<file path="src/rtl/lcd_msg_arbiter.sv">
// Priority arbiter that picks which requester's message code the LCD shows,
// holding each granted message for a fixed time and letting higher priorities cut in.
module lcd_msg_arbiter #(
    parameter int unsigned HOLD_CYCLES = 100000000,
    parameter logic [4:0]  IDLE_CODE   = 5'd0
) (
    input  logic       iCLK_50MHZ,
    input  logic       iRST_N,
    input  logic [3:0] req,
    input  logic [4:0] code0,
    input  logic [4:0] code1,
    input  logic [4:0] code2,
    input  logic [4:0] code3,
    output logic [4:0] state_code,
    output logic [3:0] grant,
    output logic       busy,
    output logic       done,
    output logic       preempt
);

    typedef enum logic [1:0] {
        IDLE,
        SHOW,
        RELEASE
    } state_t;

    localparam logic [26:0] LOAD_VALUE = 27'(HOLD_CYCLES - 1);

    state_t      state;
    state_t      state_next;
    logic [3:0]  pend;
    logic [3:0]  pend_next;
    logic [26:0] count;
    logic [26:0] count_next;
    logic [4:0]  code_next;
    logic [3:0]  grant_next;
    logic        busy_next;
    logic        done_next;
    logic        preempt_next;
    logic [1:0]  winner;
    logic [3:0]  winner_mask;
    logic [4:0]  winner_code;
    logic        do_grant;
    logic        take_over;

    always_comb begin
        winner      = 2'd0;
        winner_mask = 4'b0000;
        for (int i = 3; i >= 0; i--) begin
            if (pend[i]) begin
                winner      = 2'(i);
                winner_mask = 4'(1 << i);
            end
        end
        case (winner)
            2'd0:    winner_code = code0;
            2'd1:    winner_code = code1;
            2'd2:    winner_code = code2;
            default: winner_code = code3;
        endcase
    end

    // grant is one-hot in SHOW, so grant-1 masks exactly the higher-priority slots
    assign take_over = (state == SHOW) && ((pend & (grant - 4'd1)) != 4'b0000);

    always_ff @(posedge iCLK_50MHZ or negedge iRST_N) begin
        if (!iRST_N) begin
            state <= IDLE;
        end else begin
            state <= state_next;
        end
    end

    always_comb begin
        state_next = state;
        do_grant   = 1'b0;
        case (state)
            IDLE: begin
                if (pend != 4'b0000) begin
                    state_next = SHOW;
                    do_grant   = 1'b1;
                end
            end
            SHOW: begin
                if (take_over) begin
                    do_grant = 1'b1;
                end else if (count == 27'd0) begin
                    state_next = RELEASE;
                end
            end
            RELEASE: begin
                if (pend != 4'b0000) begin
                    state_next = SHOW;
                    do_grant   = 1'b1;
                end else begin
                    state_next = IDLE;
                end
            end
            default: state_next = IDLE;
        endcase
    end

    always_comb begin
        pend_next    = pend;
        count_next   = count;
        code_next    = state_code;
        grant_next   = grant;
        done_next    = 1'b0;
        preempt_next = take_over;
        busy_next    = (state_next == SHOW);
        if (do_grant) begin
            grant_next = winner_mask;
            code_next  = winner_code;
            count_next = LOAD_VALUE;
            pend_next  = (pend & ~winner_mask) | (take_over ? grant : 4'b0000);
        end else if (state == SHOW) begin
            if (count == 27'd0) begin
                grant_next = 4'b0000;
                done_next  = 1'b1;
            end else begin
                count_next = count - 27'd1;
            end
        end else if (state == RELEASE) begin
            code_next = IDLE_CODE;
        end
        // a request seen on the same edge always survives any clear
        pend_next = pend_next | req;
    end

    always_ff @(posedge iCLK_50MHZ or negedge iRST_N) begin
        if (!iRST_N) begin
            pend       <= 4'b0000;
            count      <= 27'd0;
            state_code <= IDLE_CODE;
            grant      <= 4'b0000;
            busy       <= 1'b0;
            done       <= 1'b0;
            preempt    <= 1'b0;
        end else begin
            pend       <= pend_next;
            count      <= count_next;
            state_code <= code_next;
            grant      <= grant_next;
            busy       <= busy_next;
            done       <= done_next;
            preempt    <= preempt_next;
        end
    end

endmodule

</file>
<file path="config.mk">
export PLATFORM = sky130hd
export DESIGN_NAME = lcd_msg_arbiter
export DESIGN_NICKNAME = d
export VERILOG_FILES = /design/src/rtl/lcd_msg_arbiter.sv
export SDC_FILE = /design/constraint.sdc
export NUM_CORES = 1
export LEC_CHECK = 0
export CORE_ASPECT_RATIO = 1.25
export CORE_UTILIZATION = 55
export DETAILED_ROUTE_END_ITERATION = 6
export HOLD_SLACK_MARGIN = 0.15
export PLACE_DENSITY = 0.76
export SETUP_SLACK_MARGIN = 0.05
export SLEW_MARGIN = 20
export SYNTH_ARGS = -nofsm -noshare
export SYNTH_HDL_FRONTEND = slang
export SYNTH_SLANG_ARGS = --single-unit
</file>
<file path="constraint.sdc">
create_clock -name iCLK_50MHZ -period 3.4 [get_ports iCLK_50MHZ]
set_clock_uncertainty 0.15 [all_clocks]
set_input_delay 0.68 -clock iCLK_50MHZ [delete_from_list [all_inputs] [get_ports iCLK_50MHZ]]
set_output_delay 0.68 -clock iCLK_50MHZ [all_outputs]
set_load 0.02 [all_outputs]
</file>
==> results.py <==
metrics = {
    "outcome": {
        "outcome": "completed",
    },
    "pwr": {
        "p_leak_nw": 1.18,
        "cellPowerDensity_nw_per_um2": 293,
        "finalPower_mw": 0.925,
        "ir_drop_mv": 0.181,
    },
    "die": {
        "start_util_pct": 56.9,
        "rows": 28,
        "fp.dieH_um": 79.9,
        "dieArea_um2": 5140,
        "fp.coreArea_um2": 4690,
        "ios": 38,
        "fp.dieW_um": 64.4,
    },
    "clock_tree": {
        "ctsHoldBuffers": 0,
        "clock_path_buffers": 2,
        "cts_tree": "built",
        "cts_buffers": 5,
        "cts.repair.resized": 0,
        "clk_pin_slew_ns": 0.09,
        "cts_setup_buffers": 0,
        "htree_levels": 2,
        "root_buffer": "clkbuf_8",
        "cts.sinks": 45,
        "clock_latency_ns": 0.31,
    },
    "critical_path": {
        "worst_ep_required_time_ns": 3.43,
        "crit_arrival_ns": 2.84,
        "path_buf_inv": 1,
        "crit_path_start_kind": "flop",
        "max_stage_delay_ns": 0.66,
        "cpMaxStageDelayCell": "or4b_2",
        "critPathMaxFanout": 14,
        "path_class": "flop to flop",
        "end_kind": "flop",
        "crit_chain": "nor3_1 -> o211ai_1 -> buf_4 -> or4b_2 -> o31a_1 -> or3_1",
        "cpLargestDelayFamily": "simple AND/OR/NAND/NOR gates",
    },
    "placed_design": {
        "place_hpwl_mm": 4.50,
        "dp_slack_ns": 0.627,
        "io_buffers": 37,
        "place_congestion": 0.855,
    },
    "detailed_routing": {
        "via_per_inst": 6.12,
        "vias": 2351,
        "wl_per_cell_um": 16.0,
        "routed-wl-met3_um": 264,
        "first_pass_iters": 4,
        "wl_met2_mm": 3.14,
        "maxUsedRoutingLayer": "met4",
        "wl_mm": 6.13,
        "detail_route.iter0.violations": 137,
        "ant_nets": 0,
        "wl_met1_mm": 2.59,
        "drc": 0,
    },
    "synth": {
        "synthCells": 285,
        "syn_area_per_cell_um2": 9.38,
        "synth.distinct_cells": 54,
        "synth-edff-count": 0,
        "synth_top_area_cell": "dfrtp_1",
        "synth_ff_type": "dfrtp_1",
        "synth.most_common_cell": "dfrtp_1",
        "ys_top_cells_by_area": "dfrtp_1 (42%), mux2i_1 (4.1%), nand2_1 (3.1%), o21ai_0 (3.0%), nor2_1 (2.9%)",
        "synthesis.area_um2": 2670,
        "async_reset_ff_share_pct": 100,
        "synth_commonest_cells": "dfrtp_1 (45), nand2_1 (22), nor2_1 (21)",
        "synth_fp_nets": 314,
        "ys_ff_latch": 45,
        "yosysSeqAreaShare_pct": 42.1,
        "yosysTopAreaCellShare_pct": 42.1,
        "ys_warn_count": 0,
    },
    "global_routing": {
        "antenna_found_initial": 0,
        "grt_max_degree": 46,
        "grt_pass1_vias": 2285,
        "grt.total_usage_pct": 26.5,
        "grt_pass1_wl_mm": 10.5,
        "overflow": 0,
    },
    "timing": {
        "period_minus_slack_ns": 2.81,
        "setup_ws_ns": 0.593,
        "max_clock_freq_mhz": 356,
        "rsz0062_at_grt": "false",
        "slew_viol_final": 0,
        "hold_violations": 0,
        "setup_viol": 0,
        "relSlewSlack_pct": 41.5,
        "period_share_pct": 82.6,
        "max_slew.worst_pin.slew_ns": 0.877,
        "fin_tns_setup_ns": 0,
    },
    "min_path": {
        "min_path_type": "input port to async pin",
    },
    "final_layout": {
        "nNetsFinal": 352,
        "syn2layout_area_growth_pct": 18.0,
        "diodes": 0,
        "drive_gt1_share_pct": 9.57,
    },
    "run": {
        "maxCapViolations": 0,
    },
}
[metrics by stage]
step	hold slack (ns)	instances	utilization [%]	cell area, um^2
finish	0.211	384	67.2	3150
global route	0.252	384	67.2	3150
CTS	0.365	384	67.1	3150
detailed placement	0.350	376	65.4	3070
global placement	0.333	376	65.4	3070
floorplan	0.234	285	-	2670
[kinds of logic after synthesis]
| logic type | count (synthesis) | synth area share, % |
|---|---|---|
| flops | 45 | 42.1 |
| buf+inv | 22 | 5.06 |
| fa+ha+maj | 3 | 1.40 |
| xor+xnor | 1 | 0.328 |
| mux | 12 | 4.54 |
| compound gates | 76 | 19.7 |
| simple gates | 126 | 26.8 |
[worst paths after layout]
check | from | cells past startpoint | slack (ns) | end
min reg2reg | state_code[2]$_DFFE_PN0P_ | 2 | 0.36 | state_code[2]$_DFFE_PN0P_
min in group iCLK_50MHZ | state_code[2]$_DFFE_PN0P_ | 2 | 0.36 | state_code[2]$_DFFE_PN0P_
max in group asynchronous | iRST_N | 1 | 2.50 | state_code[4]$_DFFE_PN0P_
min | iRST_N | 1 | 0.21 | count[25]$_DFFE_PN0P_
max | count[5]$_DFFE_PN0P_ | 6 | 0.59 | count[15]$_DFFE_PN0P_
max reg2reg | count[5]$_DFFE_PN0P_ | 6 | 0.59 | count[15]$_DFFE_PN0P_
[where the power goes]
group / internal, mW / switching (mW) / leakage [nW]
Sequential: 0.538 / 0.00160 / 0.492
Clock: 0.143 / 0.186 / 0.0450
Combinational: 0.0347 / 0.0217 / 0.645
Total: 0.715 / 0.210 / 1.18
[registers in the layout, summed over array words and instances, names as in the netlist]
signal,cells
grant,4
count,27
state,2
pend,4
state_code,5
busy,1
done,1
preempt,1
[per-layer routing]
layer / vias up / global-route usage (%)
met5: - / 0
met4: 0 / 10.4
met3: 15 / 6.71
met2: 63 / 47.1
met1: 1114 / 30.1
li1: 1159 / -
[cells in the final DEF (no fill, tap or decap), types with 3 or more instances in the layout]
cell type,synthesis,final
or4_2,3,3
ha_1,3,3
o2bb2ai_1,6,6
nand4_1,4,4
or4_1,6,6
o21a_1,8,8
or3_2,3,3
o31ai_1,3,3
clkbuf_8,5,5
and2_1,10,10
inv_1,8,8
nand3_1,11,11
buf_4,0,8
clkdlybuf4s50_1,0,36
nor3_1,10,9
o22ai_1,5,5
a211oi_1,3,3
nor2_1,21,21
or4_4,5,5
o31a_1,3,3
dfrtp_1,45,45
mux2i_1,11,11
nor4_1,10,10
or3_1,6,6
o21ai_0,16,15
nand2b_1,5,5
nand2_1,22,22
a21oi_1,13,13
[final cells by class]
| cell class | instances | area [um^2] |
|---|---|---|
| fill | 408 | 1540 |
| multi-input combinational | 218 | 1420 |
| sequential | 45 | 1130 |
| timing repair buffer | 44 | 420 |
| tap | 60 | 75.1 |
| clock buffer | 6 | 72.6 |
| inverter | 9 | 33.8 |
| clock inverter | 2 | 10.0 |
No activity file was read; power rests on OpenSTA's default activity.
